$ cat src/rtl/simple_pkg.sv
// rtl/simple_pkg.sv - shared register-file widths and write-back entry type
package simple_pkg;
  localparam int REG_W      = 16;
  localparam int REG_ADDR_W = 3;
  localparam int NUM_REGS   = 8;

  typedef struct packed {
    logic [REG_ADDR_W-1:0] rd;
    logic [REG_W-1:0]      data;
    logic                  rdy;
  } wb_entry_t;
endpackage

$ cat src/rtl/wb_scoreboard.sv
// rtl/wb_scoreboard.sv - busy mask from queued destinations and RAW decode stall
module wb_scoreboard
  import simple_pkg::*;
#(
  parameter int DEPTH = 4,
  parameter int PTR_W = $clog2(DEPTH)
) (
  input  logic [DEPTH-1:0]            valid,
  input  logic [DEPTH*REG_ADDR_W-1:0] rd_list,
  input  logic [PTR_W-1:0]            head,
  input  logic                        pop,
  input  logic [REG_ADDR_W-1:0]       rs,
  input  logic [REG_ADDR_W-1:0]       rd,
  input  logic                        rs_used,
  input  logic                        rd_used,
  output logic [NUM_REGS-1:0]         busy,
  output logic                        stall
);
  logic rd_used_busy;

  // The retiring head is bypassed by the register file, so it no longer counts as busy.
  always_comb begin
    busy = '0;
    for (int i = 0; i < DEPTH; i++) begin
      if (valid[i] && !(pop && head == PTR_W'(i)))
        busy[rd_list[i*REG_ADDR_W +: REG_ADDR_W]] = 1'b1;
    end
  end

  assign rd_used_busy = busy[rd];
  assign stall = (rs_used & busy[rs]) | (rd_used & rd_used_busy);
endmodule

$ cat src/rtl/writeback_buffer.sv
// rtl/writeback_buffer.sv - in-order write-back queue with in-order load fill
module writeback_buffer
  import simple_pkg::*;
#(
  parameter int DEPTH = 4,
  parameter int PTR_W = $clog2(DEPTH)
) (
  input  logic                  clock,
  input  logic                  reset,
  input  logic                  ex_valid,
  input  logic                  ex_wb_en,
  input  logic                  ex_is_load,
  input  logic [REG_ADDR_W-1:0] ex_rd,
  input  logic [REG_W-1:0]      ex_data,
  output logic                  ex_ready,
  input  logic                  mem_valid,
  input  logic [REG_W-1:0]      mem_data,
  input  logic                  wb_phase,
  input  logic [REG_ADDR_W-1:0] rs,
  input  logic [REG_ADDR_W-1:0] rd,
  input  logic                  rs_used,
  input  logic                  rd_used,
  output logic                  stall,
  output logic [NUM_REGS-1:0]   busy,
  output logic                  regWrite,
  output logic [REG_ADDR_W-1:0] writeRegister,
  output logic [REG_W-1:0]      writeData,
  output logic                  changeEnable,
  output logic                  mem_err
);
  localparam logic [PTR_W:0] FULL = (PTR_W+1)'(DEPTH);

  wb_entry_t                   entry_q [DEPTH];
  logic [DEPTH-1:0]            valid_q;
  logic [PTR_W-1:0]            head, tail, fill_idx, scan_idx;
  logic [PTR_W:0]              count;
  logic                        fill_found, enq, pop;
  logic [DEPTH*REG_ADDR_W-1:0] rd_list;

  assign ex_ready      = (count != FULL);
  assign enq           = ex_valid & ex_wb_en & ex_ready;
  assign regWrite      = (count != '0) & entry_q[head].rdy;
  assign writeRegister = entry_q[head].rd;
  assign writeData     = entry_q[head].data;
  assign changeEnable  = wb_phase;
  assign pop           = regWrite & wb_phase;

  // Fill target: oldest queued entry still waiting on memory, scanned from the head.
  always_comb begin
    fill_found = 1'b0;
    fill_idx   = '0;
    scan_idx   = '0;
    for (int i = 0; i < DEPTH; i++) begin
      scan_idx = head + PTR_W'(i);
      if (!fill_found && ((PTR_W+1)'(i) < count) && !entry_q[scan_idx].rdy) begin
        fill_found = 1'b1;
        fill_idx   = scan_idx;
      end
    end
  end

  always_comb begin
    rd_list = '0;
    for (int i = 0; i < DEPTH; i++)
      rd_list[i*REG_ADDR_W +: REG_ADDR_W] = entry_q[i].rd;
  end

  always_ff @(posedge clock) begin
    if (reset) begin
      head    <= '0;
      tail    <= '0;
      count   <= '0;
      valid_q <= '0;
      mem_err <= 1'b0;
    end else begin
      if (mem_valid) begin
        if (fill_found) begin
          entry_q[fill_idx].data <= mem_data;
          entry_q[fill_idx].rdy  <= 1'b1;
        end else begin
          mem_err <= 1'b1;
        end
      end
      if (pop) begin
        valid_q[head] <= 1'b0;
        head          <= head + PTR_W'(1);
      end
      if (enq) begin
        entry_q[tail] <= '{rd: ex_rd, data: ex_data, rdy: !ex_is_load};
        valid_q[tail] <= 1'b1;
        tail          <= tail + PTR_W'(1);
      end
      case ({enq, pop})
        2'b10:   count <= count + 1'b1;
        2'b01:   count <= count - 1'b1;
        default: count <= count;
      endcase
    end
  end

  wb_scoreboard #(.DEPTH(DEPTH), .PTR_W(PTR_W)) u_scoreboard (
    .valid   (valid_q),
    .rd_list (rd_list),
    .head    (head),
    .pop     (pop),
    .rs      (rs),
    .rd      (rd),
    .rs_used (rs_used),
    .rd_used (rd_used),
    .busy    (busy),
    .stall   (stall)
  );
endmodule

$ cat config.mk
export PLATFORM = sky130hd
export DESIGN_NAME = writeback_buffer
export DESIGN_NICKNAME = d
export VERILOG_FILES = /design/src/rtl/simple_pkg.sv /design/src/rtl/wb_scoreboard.sv /design/src/rtl/writeback_buffer.sv
export SDC_FILE = /design/constraint.sdc
export NUM_CORES = 1
export LEC_CHECK = 0
export CELL_PAD_IN_SITES_DETAIL_PLACEMENT = 0
export CELL_PAD_IN_SITES_GLOBAL_PLACEMENT = 2
export CORE_MARGIN = 2
export CORE_UTILIZATION = 36
export DETAILED_ROUTE_END_ITERATION = 8
export GPL_TIMING_DRIVEN = 0
export PLACE_DENSITY_LB_ADDON = 0.1
export SYNTH_ARGS = -nofsm -noshare
export SYNTH_HDL_FRONTEND = slang
export SYNTH_SLANG_ARGS = --single-unit
$ cat constraint.sdc
create_clock -name clock -period 4.3 [get_ports clock]
set_input_delay 0.86 -clock clock [delete_from_list [all_inputs] [get_ports clock]]
set_output_delay 0.86 -clock clock [all_outputs]
set_load 0.03 [all_outputs]
==> flow_summary.ini <==
[power]
vdd_drop_max_uv = 220
p_leak_nw = 2.31
p_per_area_mw_per_mm2 = 458

[job]
max_cap_viol_count = 0

[clock_network]
hold_buffers = 0
root_buffer = clkbuf_16
cts_buffers = 9
cts_buffer_depth = 2
clk_pin_slew_ns = 0.07
tritoncts = done
insertion_delay_ns = 0.34
clock_sinks = 94
htree_levels = 3

[cells_and_area]
final_common_cell = edfxtp_1
antenna_cells = 0
syn_to_final_growth_pct = 28.4
layout.nets = 577
layout_common_cells = edfxtp_1 (80), clkdlybuf4s50_1 (79), nand2_1 (68)
fin_area_sq_mm = 0.00668
drive_gt1_share_pct = 20.8

[synthesis]
yosysWarnings = 0
synth_area_leaders = edfxtp_1 (46%), mux2_2 (10%), mux4_2 (10%)
synth_cell_type_count = 49
synth_mux_area_share_pct = 20.9
ys.flop_type = edfxtp_1
yosys.area.top_type = edfxtp_1
ys_async_sr_fraction_pct = 0
synth_top_family_by_area = multiplexers
syn_area_sq_mm = 0.00520
seq_area_frac_synth_pct = 51.6
synthCells = 418
synth-edff-count = 80
avgSynthCellArea_sq_um = 12.4
synth_compound_area_share_pct = 6.54
synth-xor-area-share_pct = 0.674
syn-num-nets = 481
yosys.area_share.simple_pct = 14.4
yosysTopAreaCellShare_pct = 46.2
ys_ff_latch = 94
synthAdderAreaFrac_pct = 3.13

[global_routing]
use_met3_pct = 2.62
met1_usage_pct = 22.7
grt_max_degree = 17
grt_pass1_vias = 3793
busiest_layer = met2
grt_pass1_wl_mm = 21.0
grt-ovfl-total = 0
track_usage_pct = 17.4
antenna_found_initial = 0
use_met2_pct = 29.5

[timing]
worst_slack_ns = 0.280
rsz0062_at_grt = no
setup_viol = 0
finalCritPeriodShare_pct = 93.5
hold_violations = 0
slew_headroom_pct = 37.9
worst-slew-pin-transition_ns = 0.932
drv_slew = 0
fin_crit_ns = 4.02
skew_ns = 0.00656
fmax_mhz = 249

[worst_setup_path]
cp.arrival_ns = 3.16
reg2reg_from = head[0]
crit_path_start_kind = register
path_cells = inv_1, ha_1, nand2b_1, buf_2, nand4_4, nand4_1, nand4b_1, a22o_1, or4_1, dlygate4sd2_1
crit_start = count[0]
path_class = register to primary output
cp.required_ns = 3.44
path_max_fanout = 10
crit_path_end_kind = primary output
cp_slowest_cell = or4_1
cp_slowest_stage_delay_ns = 0.51

[placement]
placed_cell_area_sq_mm = 0.00635
place_ws_ns = -0.165
place_congestion = 0.791
io_buffers = 81
dp_hpwl_mm = 9.39

[floorplan]
fp.dieH_um = 124
dieArea_sq_mm = 0.0154
core.rowCount = 43
coreArea_sq_mm = 0.0140
initial_utilization_pct = 37.2
ios = 82
die_w_um = 124

[routing]
routed_wirelength_mm = 13.0
vias_per_cell = 5.30
dr.first_iter.drc_count = 185
drtAntennaViolNets = 0
vias = 3702
remaining_drc_errors = 0
wl_per_cell_um = 18.6
first_pass_iters = 4

[min_path]
min-delay-start = mem_err
hp-class = register to register

[outcome]
status = completed
-- area by class of cell --
type,instances,area [sq um]
clock buffer,10,229
timing repair buffer,85,906
fill,1291,7310
buffer,19,85.1
clock inverter,6,92.6
sequential,94,2680
multi-input combinational,290,2400
inverter,15,56.3
tap,180,225
-- worst max-delay path, delay by kind of cell, from the launching register on --
family                     cells  cell delay (ns)
adders and majority gates      1             0.22
DFF                            1             0.43
buffers and inverters          3             0.75
and+or+nand+nor                5             1.18
AOI/OAI and AO/OA              1             0.23
-- power breakdown --
group	leakage, nW	switching [W]	total [W]	internal, W
Clock	0.150	0.000344	0.000857	0.000514
Combinational	1.33	0.000593	0.00108	0.000482
Sequential	0.836	0.0000420	0.00113	0.00108
Total	2.31	0.000979	0.00306	0.00208
-- cells in the mapped netlist, types with 4 or more instances --
| library cell | count |
|---|---|
| edfxtp_1 | 80 |
| nand2_1 | 68 |
| mux2_2 | 48 |
| mux4_2 | 23 |
| nand3_1 | 23 |
| nor2_1 | 21 |
| clkbuf_1 | 14 |
| dfxtp_1 | 14 |
| inv_1 | 14 |
| ha_1 | 13 |
| and2_1 | 7 |
| a31o_2 | 6 |
| nand3b_1 | 6 |
| nor2b_1 | 6 |
| nand2b_1 | 5 |
| o31ai_1 | 5 |
| a22o_1 | 4 |
| and3_1 | 4 |
| nand4_1 | 4 |
| o21bai_1 | 4 |
| o22ai_1 | 4 |
-- registers in the layout, indices dropped and copies added, names as in the netlist, named ones only --
| register | flops |
|---|---|
| mem_err | 1 |
| count | 3 |
| entry_q | 80 |
| head | 2 |
| valid_q | 4 |
| tail | 2 |
-- through the flow --
| stage | hold slack, ns | setup TNS (ns) | util (%) | std cells | power, W |
|---|---|---|---|---|---|
| floorplan | 0.445 | 0 | - | 418 | 0.00184 |
| global placement | 0.449 | -38.22 | 44.6 | 679 | 0.00220 |
| detailed placement | 0.464 | -0.165 | 45.4 | 683 | 0.00223 |
| CTS | 0.480 | 0 | 47.7 | 699 | 0.00309 |
| global route | 0.540 | 0 | 47.7 | 699 | 0.00321 |
| finish | 0.475 | 0 | 47.7 | 699 | 0.00306 |
-- cells by family after synthesis --
kind of cell,after synthesis
and+or+nand+nor,154
adders and majority gates,13
AOI/OAI and AO/OA,45
DFF,94
xor gates and xnor gates,4
buffers and inverters,34
muxes,74
-- layer usage --
metal  vias up  routed length, um
met1      1811               5670
met5         -                  0
met4         0                187
met3        16                491
li1       1779                  -
met2        96               6660
-- final timing paths --
path	end	slack [ns]	cells past startpoint
hold reg to reg	mem_err	0.47	2
hold / removal	mem_err	0.47	2
setup / recovery	stall	0.28	10
setup reg to reg	entry_q[2][1]	0.43	11
-- repair_timing --
item / CTS / global route
buffers inserted: 0 / 0
resized for setup: 1 / 2
endpoints found under the hold margin: 0 / 0
setup endpoints to repair: 1 / 5
(Power assumes the default switching activity.)
